--- src/rtl/bridge_pkg.sv ---
// Shared types, AHB encodings and the byte-strobe helper for the AHB-to-APB sequencer.
package bridge_pkg;

    typedef enum logic [2:0] {
        IDLE   = 3'd0,
        WDATA  = 3'd1,
        SETUP  = 3'd2,
        ACCESS = 3'd3,
        DONE   = 3'd4,
        ERR1   = 3'd5,
        ERR2   = 3'd6
    } seq_state_t;

    localparam logic [1:0] HTRANS_IDLE   = 2'b00;
    localparam logic [1:0] HTRANS_BUSY   = 2'b01;
    localparam logic [1:0] HTRANS_NONSEQ = 2'b10;
    localparam logic [1:0] HTRANS_SEQ    = 2'b11;

    localparam logic [2:0] HSIZE_BYTE = 3'b000;
    localparam logic [2:0] HSIZE_HALF = 3'b001;
    localparam logic [2:0] HSIZE_WORD = 3'b010;

    function automatic logic [3:0] apb_strb(input logic [2:0] size, input logic [1:0] addr_lo);
        logic [3:0] strb;
        strb = '0;
        case (size)
            HSIZE_BYTE: strb = 4'b0001 << addr_lo;
            HSIZE_HALF: strb = 4'b0011 << {addr_lo[1], 1'b0};
            HSIZE_WORD: strb = 4'hF;
            default:    strb = '0;
        endcase
        return strb;
    endfunction

endpackage

--- src/rtl/bridge_apb_sequencer_if.sv ---
// AHB-Lite and APB bus bundles; the bridge is the AHB slave and the APB master.
interface ahb_lite_if #(parameter int WIDTH = 32);
    logic             HSEL;
    logic [1:0]       HTRANS;
    logic [WIDTH-1:0] HADDR;
    logic             HWRITE;
    logic [2:0]       HSIZE;
    logic [WIDTH-1:0] HWDATA;
    logic             HREADY;
    logic             HREADY_OUT;
    logic             HRESP;
    logic [WIDTH-1:0] HRDATA;

    modport master (output HSEL, HTRANS, HADDR, HWRITE, HSIZE, HWDATA, HREADY,
                    input  HREADY_OUT, HRESP, HRDATA);
    modport slave  (input  HSEL, HTRANS, HADDR, HWRITE, HSIZE, HWDATA, HREADY,
                    output HREADY_OUT, HRESP, HRDATA);
endinterface

interface apb_if #(parameter int WIDTH = 32, parameter int SLAVES = 4);
    logic [WIDTH-1:0]  PADDR;
    logic [WIDTH-1:0]  PWDATA;
    logic [3:0]        PSTRB;
    logic [SLAVES-1:0] PSEL;
    logic              PENABLE;
    logic              PWRITE;
    logic [WIDTH-1:0]  PRDATA;
    logic              PREADY;
    logic              PSLVERR;

    modport master (output PADDR, PWDATA, PSTRB, PSEL, PENABLE, PWRITE,
                    input  PRDATA, PREADY, PSLVERR);
    modport slave  (input  PADDR, PWDATA, PSTRB, PSEL, PENABLE, PWRITE,
                    output PRDATA, PREADY, PSLVERR);
endinterface

--- src/rtl/bridge_apb_decode.sv ---
// Combinational address/size decode: peripheral slot, one-hot select, byte strobe and fault flag.
module bridge_apb_decode
    import bridge_pkg::*;
#(
    parameter int               WIDTH  = 32,
    parameter int               SLAVES = 4,
    parameter logic [WIDTH-1:0] BASE   = 32'h8000_0000
) (
    input  logic [WIDTH-1:0]  HADDR,
    input  logic [2:0]        HSIZE,
    output logic [3:0]        slot,
    output logic [SLAVES-1:0] sel,
    output logic [3:0]        strb,
    output logic              err
);

    logic unused_addr_bits;
    assign unused_addr_bits = ^HADDR[11:2];

    // Any region, slot range, size or alignment fault suppresses the select entirely.
    always_comb begin
        slot = HADDR[15:12];
        strb = apb_strb(HSIZE, HADDR[1:0]);
        err  = 1'b0;
        sel  = '0;
        if (HADDR[WIDTH-1:16] != BASE[WIDTH-1:16])          err = 1'b1;
        if ({28'd0, slot} >= SLAVES)                        err = 1'b1;
        if (HSIZE > HSIZE_WORD)                             err = 1'b1;
        if (HSIZE == HSIZE_HALF && HADDR[0])                err = 1'b1;
        if (HSIZE == HSIZE_WORD && HADDR[1:0] != 2'b00)     err = 1'b1;
        for (int i = 0; i < SLAVES; i++) begin
            if (!err && slot == 4'(i)) sel[i] = 1'b1;
        end
    end

endmodule

--- src/rtl/bridge_apb_sequencer.sv ---
// AHB-Lite slave that runs one APB SETUP/ACCESS transfer per accepted AHB transfer,
// with wait-state timeout and two-cycle ERROR responses.
module bridge_apb_sequencer
    import bridge_pkg::*;
#(
    parameter int               WIDTH   = 32,
    parameter int               SLAVES  = 4,
    parameter logic [WIDTH-1:0] BASE    = 32'h8000_0000,
    parameter int               TIMEOUT = 15
) (
    input  logic        HCLK,
    input  logic        HRESETn,
    ahb_lite_if.slave   ahb,
    apb_if.master       apb,
    output logic        apb_timeout
);

    localparam logic [7:0] TIMER_LAST = (TIMEOUT == 0) ? 8'd0 : 8'(TIMEOUT - 1);

    seq_state_t        state, state_next;
    logic [3:0]        dec_slot;
    logic [SLAVES-1:0] dec_sel;
    logic [3:0]        dec_strb;
    logic              dec_err;
    logic [SLAVES-1:0] sel_q;
    logic [7:0]        timer;
    logic              can_accept;
    logic              accept;
    logic              timeout_hit;
    logic              unused_slot_bits;

    bridge_apb_decode #(
        .WIDTH  (WIDTH),
        .SLAVES (SLAVES),
        .BASE   (BASE)
    ) u_decode (
        .HADDR (ahb.HADDR),
        .HSIZE (ahb.HSIZE),
        .slot  (dec_slot),
        .sel   (dec_sel),
        .strb  (dec_strb),
        .err   (dec_err)
    );

    assign unused_slot_bits = ^{dec_slot, ahb.HTRANS[0]};

    assign can_accept  = (state == IDLE) || (state == DONE) || (state == ERR2);
    assign accept      = can_accept && ahb.HSEL && ahb.HTRANS[1] && ahb.HREADY;
    assign timeout_hit = (TIMEOUT != 0) && (state == ACCESS) && !apb.PREADY && (timer == TIMER_LAST);

    always_ff @(posedge HCLK or negedge HRESETn) begin
        if (!HRESETn) state <= IDLE;
        else          state <= state_next;
    end

    // DONE and ERR2 are also address-phase cycles, so back-to-back transfers need no idle gap.
    always_comb begin
        state_next     = state;
        ahb.HREADY_OUT = 1'b0;
        ahb.HRESP      = 1'b0;
        apb.PSEL       = '0;
        apb.PENABLE    = 1'b0;
        case (state)
            IDLE, DONE, ERR2: begin
                ahb.HREADY_OUT = 1'b1;
                ahb.HRESP      = (state == ERR2);
                if (accept)        state_next = dec_err ? ERR1 : (ahb.HWRITE ? WDATA : SETUP);
                else               state_next = IDLE;
            end
            WDATA: state_next = SETUP;
            SETUP: begin
                apb.PSEL   = sel_q;
                state_next = ACCESS;
            end
            ACCESS: begin
                apb.PSEL    = sel_q;
                apb.PENABLE = 1'b1;
                if (apb.PREADY)    state_next = apb.PSLVERR ? ERR1 : DONE;
                else if (timeout_hit) state_next = ERR1;
            end
            ERR1: begin
                ahb.HRESP  = 1'b1;
                state_next = ERR2;
            end
            default: state_next = IDLE;
        endcase
    end

    // Request fields only move on a clean accept, so faulted accepts leave the APB bus untouched.
    always_ff @(posedge HCLK or negedge HRESETn) begin
        if (!HRESETn) begin
            apb.PADDR   <= '0;
            apb.PWDATA  <= '0;
            apb.PSTRB   <= '0;
            apb.PWRITE  <= 1'b0;
            sel_q       <= '0;
            timer       <= '0;
            ahb.HRDATA  <= '0;
            apb_timeout <= 1'b0;
        end else begin
            apb_timeout <= timeout_hit;
            if (accept && !dec_err) begin
                apb.PADDR  <= ahb.HADDR;
                apb.PWRITE <= ahb.HWRITE;
                apb.PSTRB  <= ahb.HWRITE ? dec_strb : 4'b0000;
                sel_q      <= dec_sel;
            end
            case (state)
                WDATA: apb.PWDATA <= ahb.HWDATA;
                SETUP: timer <= '0;
                ACCESS: begin
                    if (apb.PREADY && !apb.PSLVERR && !apb.PWRITE) ahb.HRDATA <= apb.PRDATA;
                    if (!apb.PREADY && !timeout_hit)              timer <= timer + 8'd1;
                end
                default: ;
            endcase
        end
    end

endmodule

--- src/flat_wrapper.sv ---
// flat-port wrapper written by rule: the top's interface ports become plain ports
module bridge_apb_sequencer_flat import bridge_pkg::*;
#(
    parameter int               WIDTH   = 32,
    parameter int               SLAVES  = 4,
    parameter logic [WIDTH-1:0] BASE    = 32'h8000_0000,
    parameter int               TIMEOUT = 15
)
  (HCLK, HRESETn, apb_timeout, ahb_HSEL, ahb_HTRANS, ahb_HADDR, ahb_HWRITE, ahb_HSIZE, ahb_HWDATA, ahb_HREADY, ahb_HREADY_OUT, ahb_HRESP, ahb_HRDATA, apb_PADDR, apb_PWDATA, apb_PSTRB, apb_PSEL, apb_PENABLE, apb_PWRITE, apb_PRDATA, apb_PREADY, apb_PSLVERR);
  ahb_lite_if #(.WIDTH(WIDTH)) ahb_i ();
  apb_if #(.WIDTH(WIDTH), .SLAVES(SLAVES)) apb_i ();
  input  logic HCLK;
  input  logic HRESETn;
  output logic apb_timeout;
  input wire logic [$bits(ahb_i.HSEL)-1:0] ahb_HSEL;
  input wire logic [$bits(ahb_i.HTRANS)-1:0] ahb_HTRANS;
  input wire logic [$bits(ahb_i.HADDR)-1:0] ahb_HADDR;
  input wire logic [$bits(ahb_i.HWRITE)-1:0] ahb_HWRITE;
  input wire logic [$bits(ahb_i.HSIZE)-1:0] ahb_HSIZE;
  input wire logic [$bits(ahb_i.HWDATA)-1:0] ahb_HWDATA;
  input wire logic [$bits(ahb_i.HREADY)-1:0] ahb_HREADY;
  output wire logic [$bits(ahb_i.HREADY_OUT)-1:0] ahb_HREADY_OUT;
  output wire logic [$bits(ahb_i.HRESP)-1:0] ahb_HRESP;
  output wire logic [$bits(ahb_i.HRDATA)-1:0] ahb_HRDATA;
  output wire logic [$bits(apb_i.PADDR)-1:0] apb_PADDR;
  output wire logic [$bits(apb_i.PWDATA)-1:0] apb_PWDATA;
  output wire logic [$bits(apb_i.PSTRB)-1:0] apb_PSTRB;
  output wire logic [$bits(apb_i.PSEL)-1:0] apb_PSEL;
  output wire logic [$bits(apb_i.PENABLE)-1:0] apb_PENABLE;
  output wire logic [$bits(apb_i.PWRITE)-1:0] apb_PWRITE;
  input wire logic [$bits(apb_i.PRDATA)-1:0] apb_PRDATA;
  input wire logic [$bits(apb_i.PREADY)-1:0] apb_PREADY;
  input wire logic [$bits(apb_i.PSLVERR)-1:0] apb_PSLVERR;
  assign ahb_i.HSEL = ahb_HSEL;
  assign ahb_i.HTRANS = ahb_HTRANS;
  assign ahb_i.HADDR = ahb_HADDR;
  assign ahb_i.HWRITE = ahb_HWRITE;
  assign ahb_i.HSIZE = ahb_HSIZE;
  assign ahb_i.HWDATA = ahb_HWDATA;
  assign ahb_i.HREADY = ahb_HREADY;
  assign ahb_HREADY_OUT = ahb_i.HREADY_OUT;
  assign ahb_HRESP = ahb_i.HRESP;
  assign ahb_HRDATA = ahb_i.HRDATA;
  assign apb_PADDR = apb_i.PADDR;
  assign apb_PWDATA = apb_i.PWDATA;
  assign apb_PSTRB = apb_i.PSTRB;
  assign apb_PSEL = apb_i.PSEL;
  assign apb_PENABLE = apb_i.PENABLE;
  assign apb_PWRITE = apb_i.PWRITE;
  assign apb_i.PRDATA = apb_PRDATA;
  assign apb_i.PREADY = apb_PREADY;
  assign apb_i.PSLVERR = apb_PSLVERR;
  bridge_apb_sequencer #(.WIDTH(WIDTH), .SLAVES(SLAVES), .BASE(BASE), .TIMEOUT(TIMEOUT)) u_core (.HCLK(HCLK), .HRESETn(HRESETn), .ahb(ahb_i), .apb(apb_i), .apb_timeout(apb_timeout));
endmodule
--- config.mk ---
export PLATFORM = sky130hd
export DESIGN_NAME = bridge_apb_sequencer_flat
export DESIGN_NICKNAME = d
export VERILOG_FILES = /design/src/rtl/bridge_pkg.sv /design/src/rtl/bridge_apb_sequencer_if.sv /design/src/rtl/bridge_apb_decode.sv /design/src/rtl/bridge_apb_sequencer.sv /design/src/flat_wrapper.sv
export SDC_FILE = /design/constraint.sdc
export NUM_CORES = 1
export LEC_CHECK = 0
export CAP_MARGIN = 20
export CORE_MARGIN = 3
export CORE_UTILIZATION = 41
export CTS_CLUSTER_DIAMETER = 50
export CTS_CLUSTER_SIZE = 20
export DETAILED_ROUTE_END_ITERATION = 7
export GPL_TIMING_DRIVEN = 1
export PLACE_DENSITY = 0.92
export SYNTH_ARGS = -nofsm -noshare
export SYNTH_HDL_FRONTEND = slang
export SYNTH_SLANG_ARGS = --single-unit
--- constraint.sdc ---
create_clock -name HCLK -period 2.6 [get_ports HCLK]
set_input_delay 0.52 -clock HCLK [delete_from_list [all_inputs] [get_ports HCLK]]
set_output_delay 0.52 -clock HCLK [all_outputs]
set_load 0.01 [all_outputs]
Word-level counts from Yosys, hierarchy flattened:

Index checks and enable logic that the tools add are counted.

* output and inout port bits: 109
* logic and storage cells: 84
* register bits: 117

* shifts and indexed selects: 2
* $lt $le $gt $ge: 2
* reductions and logical operators: 31
* add/subtract/negate cells: 1
* equal/unequal tests: 15
* multiplexer cells: 24

Operators by type and width (count)
* $ne A16 B16 Y1 const B: 1
* $pmux W8 S2: 1
* $logic_and A1 B1 Y1: 15
* $pmux W3 S5: 1
* $mux W1: 12
* $mux W3: 4
* $pmux W4 S3: 1
* $eq A3 B2 Y1 const B: 3
* $eq A3 B3 Y1 const B: 3
* $add A8 B1 Y8 const B: 1
* $eq A4 B2 Y1 const B: 2
* $eq A8 B4 Y1 const B: 1
* $mux W4: 2
* $mux W8: 1
* $eq A3 B1 Y1 const B: 2
* $logic_not A3 Y1: 2
* $logic_not A1 Y1: 5
* $eq A4 B1 Y1 const B: 1
* $ge A4 B3 Y1 const B: 1
* $logic_not A4 Y1: 1
* $reduce_and A2 Y1: 2
* $reduce_bool A2 Y1: 2
* $shl A1 B2 Y4 const A: 1
* $shl A2 B2 Y4 const A: 1
* 8 further kinds: 9

Logic depth before layout (Yosys ltp):

* depth after elaboration: 9
* gate-level depth with buffers: 7

Cells and area by module:

A second synthesis with hierarchy kept.

* cells, all modules: 339
* area, all modules: 4869.7 sq um

Modules (own cells, without submodules)
* bridge_apb_sequencer: area an instance 4643.2 sq um, seq. area each 2927.8 sq um, times used 1, cells each 307
* bridge_apb_decode: area an instance 226.5 sq um, seq. area each 0.0 sq um, times used 1, cells each 32

Worst setup path after synthesis:

No wires, ideal clock.

* path type: input -> register
* start point: in ahb_HSIZE[2]
* end point: reg u_core.apb.PADDR[10]
* stages on the path: 5
* arrival: 1.789 ns
* library setup time: 0.125 ns
* buffers on the path: 1
* path slack: 0.686 ns
* path through: nor4_1 nand4_1 nor3_4 buf_6 mux2_2

* longest elaborated chain between the ends: 6

Ends and longest elaborated chain
* start: declaration: line flat_wrapper.sv:19 `input wire logic [$bits(ahb_i.HSIZE)-1:0] ahb_HSIZE;`
* $gt A3 B2 Y1 or $eq A3 B1 Y1 (tied branches): line bridge_apb_decode.sv:28, bridge_apb_decode.sv:29
* $mux W1 or $logic_and A1 B1 Y1 (tied branches): line bridge_apb_decode.sv:28, bridge_apb_decode.sv:29
* $mux W1: line bridge_apb_decode.sv:29 `if (HSIZE == HSIZE_HALF && HADDR[0]) err = 1'b1;`
* $mux W1 *: line bridge_apb_decode.sv:30 `if (HSIZE == HSIZE_WORD && HADDR[1:0] != 2'b00) err = 1'b1;`
* $logic_not A1 Y1 *: line bridge_apb_sequencer.sv:102 `if (accept && !dec_err) begin`
* $logic_and A1 B1 Y1 *: line bridge_apb_sequencer.sv:102
* end signal: assignment: line bridge_apb_sequencer.sv:103 `apb.PADDR <= ahb.HADDR;`
* end: declaration: line bridge_apb_sequencer_if.sv:31 `modport master (output PADDR, PWDATA, PSTRB, PSEL, PENABLE, PWRITE,`

Mark *: on every way between the ends. The rest lies on a longest branch, timed or not.
A chain may end at the register's enable or synchronous reset.

Worst setup path in the final report:

* start point: reg u_core.state[1]
* end point: out apb_PSEL[1]

* longest elaborated chain between the ends: 3

Ends and longest elaborated chain
* start: declaration: line bridge_apb_sequencer.sv:20 `seq_state_t state, state_next;`
* start signal: assignment: line bridge_apb_sequencer.sv:53 `else state <= state_next;`
* $eq A3 B2 Y1: line bridge_apb_sequencer.sv:63 `case (state)`
* $reduce_or A2 Y1 (no source line) *
* $mux W4 *: line bridge_apb_sequencer.sv:63
* end: declaration: line flat_wrapper.sv:28 `output wire logic [$bits(apb_i.PSEL)-1:0] apb_PSEL;`

Marked as above.

==> out/qor.csv <==
metric,value,unit
Die Footprint,12800,um2
share of layout cells above drive strength 1,23.4,%
skew final,0.00873,ns
Slew headroom,47.6,%
Starting Density,42.8,%
Max Cap Viol,0,
clock network fraction of total power,31.7,%
initial drt markers,148,
Seq pwr share,35.1,%
vias per std cell,4.95,
post-synthesis sequential area ratio,62.1,%
fin nets,673,
Worst-path clk slew,0.05,ns
"Net Count, Synth",441,
Core Rows,38,
CTS Buf Count,17,
Switching Share,27.1,%
clk_lat worst skew,0.40,ns
Final Hold Fails,0,
status,"finished, final reports clean",
height of the die,113,um
Inserted Diodes,0,
Leak,3.34,nW
Root Driver,clkbuf_16,
GPL Wtd Cong,0.853,
Setup Viol. Count Final,0,
highest metal used,met4,
Synth area leader,dfrtp_1,
IO buf count,215,
all-layer global routing usage,19.3,%
vias in the first global route,3815,
max-slew violations,0,
Place WS,0.0144,ns
share of the synthesized area in the top cell type,62.1,%
Antenna Violating Nets Remaining,0,
Yosys cell types,40,
type of origin of the critical path,register,
Synth Cell Area,4720,um2
critical path class,reg -> out,
R2R cell count,7,
Sw Pwr,2.07,mW
Pre-antenna DRT Iters,4,
Reg area,2930,um2
Worst Path Arrival,1.87,ns
final setup TNS,0,ns
H-Tree Depth,4,
Longest Clk Path Bufs,2,
final core utilization,69.9,%
Hold Crit Class,in -> async,
global route overflow,0,
area occupied by multi-input gates,1690,um2
DIE WIDTH,113,um
Main synth FF type,dfrtp_1,
final worst path period share,92.0,%
HPWL Detailed,8840,um
Post-route DRC,0,
nature of the critical path endpoint,output pin,
Seq cells post-synth,117,
Routed met1 length,4770,um
Post-synth EDFFs,0,
largest net degree at the start of global routing,50,
WL final,12000,um
Sink Count,117,
Final Worst Setup Slack,0.208,ns
cts repair resizes,0,
Post-CTS Hold Buffers,0,
Routed wire per std cell,16.7,um
global-route wire length before repair,19700,um
"top cells by area, synth","dfrtp_1 62%, mux2_2 20%, nor2b_1 2.5%",
Mapped Cells,331,
peak supply drop,0.603,mV
Layout area overhead,63.4,%
Crit Path Max Fanout,9,
f_max,418,MHz
met3 wire length,1020,um
synthesized area per cell,14.3,um2
worst-margin pin slew,0.780,ns
RSZ-0062 raised after global routing,false,
WP data required,2.08,ns
num ports,217,
Pwr Density,990,nW/um2
post-CTS setup repair buffer count,0,
CTS tree,built,
P_int,5.56,mW
crit path time final,2.39,ns
vias,3546,
combinational share of power,33.2,%
ys async rst share,100,%
Core Area,11000,um2
initial antenna violation count,0,
met2 wire length,5920,um
Filler Cell Count,772,
"Warnings, synthesis",0,
-- synth_stat cells, types with 5 or more instances --
master and number:
o21ai_0 8, nand2_1 6, buf_2 10, mux2_2 85, nor2_1 9, and2_1 5, a21oi_1 8, inv_1 6
nor4_1 5, nand3_1 5, dfrtp_1 117, nor2b_1 19
-- path summary, 6_finish.rpt --
path	end	slack [ns]	start
setup / recovery	apb_PSEL[1]	0.21	u_core.state[1]$_DFFE_PN0P_
hold / removal	u_core.ahb.HRDATA[3]$_DFFE_PN0P_	0.009	HRESETn
setup reg to reg	u_core.state[1]$_DFFE_PN0P_	0.38	u_core.timer[0]$_DFFE_PN0P_
hold reg to reg	u_core.apb.PADDR[31]$_DFFE_PN0P_	0.48	u_core.apb.PADDR[31]$_DFFE_PN0P_
max in group asynchronous	u_core.ahb.HRDATA[21]$_DFFE_PN0P_	1.88	HRESETn
min in group HCLK	u_core.apb.PADDR[31]$_DFFE_PN0P_	0.48	u_core.apb.PADDR[31]$_DFFE_PN0P_
-- worst max-delay path, cell delays in order (launching register included) --
cell,delay [ns]
dfrtp_1,0.48
nor2b_4,0.30
and2_1,0.15
clkdlybuf4s50_1,0.55
-- kinds of logic after synthesis --
group / after synthesis / synth area share, %
compound gates: 26 / 3.34
mux: 87 / 20.7
simple gates: 75 / 10.2
buf+inv: 20 / 2.41
fa+ha+maj: 2 / 0.530
flops: 117 / 62.1
xor+xnor: 4 / 0.742
-- state kept, by name, indices dropped and copies added, names as in the netlist, 3 cells and up --
| signal | cells |
|---|---|
| u_core.apb.PWDATA | 32 |
| u_core.sel_q | 4 |
| u_core.timer | 8 |
| u_core.apb.PADDR | 32 |
| u_core.apb.PSTRB | 4 |
| u_core.ahb.HRDATA | 32 |
| u_core.state | 3 |
-- layout make-up --
| type | count | share of cell area, % |
|---|---|---|
| tap | 140 | 2.27 |
| multi-input combinational | 194 | 21.9 |
| sequential | 117 | 38.0 |
| clock inverter | 13 | 2.37 |
| timing repair buffer | 227 | 29.5 |
| inverter | 6 | 0.292 |
| clock buffer | 19 | 5.62 |
-- routing by layer --
| layer | vias up | track usage [%] |
|---|---|---|
| met5 | - | 0 |
| met4 | 0 | 7.53 |
| met3 | 25 | 6.52 |
| met2 | 169 | 31.2 |
| met1 | 1704 | 24.1 |
| li1 | 1648 | - |
-- layout by cell type (no fill, tap or decap), types with 2 or more instances in the layout --
cell type,synthesis,routed
a21oi_1,8,8
and2_1,5,5
and4_1,2,2
buf_12,0,3
buf_4,1,10
bufinv_16,0,4
clkbuf_1,0,2
clkbuf_16,0,17
clkdlybuf4s50_1,0,214
clkinv_2,0,3
clkinv_4,0,2
clkinvlp_4,0,4
dfrtp_1,117,117
ha_1,2,2
inv_1,6,6
mux2_2,85,85
mux2i_1,2,2
nand2_1,6,6
nand2b_1,2,2
nand3_1,5,5
nand3b_1,2,2
nand4_1,2,2
nor2_1,9,9
nor2b_1,19,19
nor3_1,4,4
nor4_1,5,5
o2111ai_1,2,2
o21ai_0,8,8
o21bai_1,2,2
o31ai_1,3,3
or4_1,2,2
xor2_1,4,4
-- through the flow --
step / power, mW / hold slack [ns] / instances / cell area [um2]
final: 7.63 / 0.00863 / 716 / 7710
after global routing: 8.01 / 0.0109 / 716 / 7710
after CTS: 7.73 / 0.00394 / 716 / 7710
after detailed placement: 5.27 / 0.425 / 684 / 7090
after global placement: 5.14 / 0.419 / 684 / 7090
after floorplan: 3.77 / 0.224 / 331 / 4720
-- power by group through the flow --
stage | Sequential, mW | Clock, mW | Combinational, mW
after floorplan | 2.88 | 0 | 0.898
after detailed placement | 2.71 | 0 | 2.56
final | 2.68 | 2.42 | 2.53
after global routing | 2.76 | 2.56 | 2.69
after CTS | 2.69 | 2.47 | 2.57
after global placement | 2.67 | 0 | 2.48
Note: power is estimated with default switching activity, not from simulation.
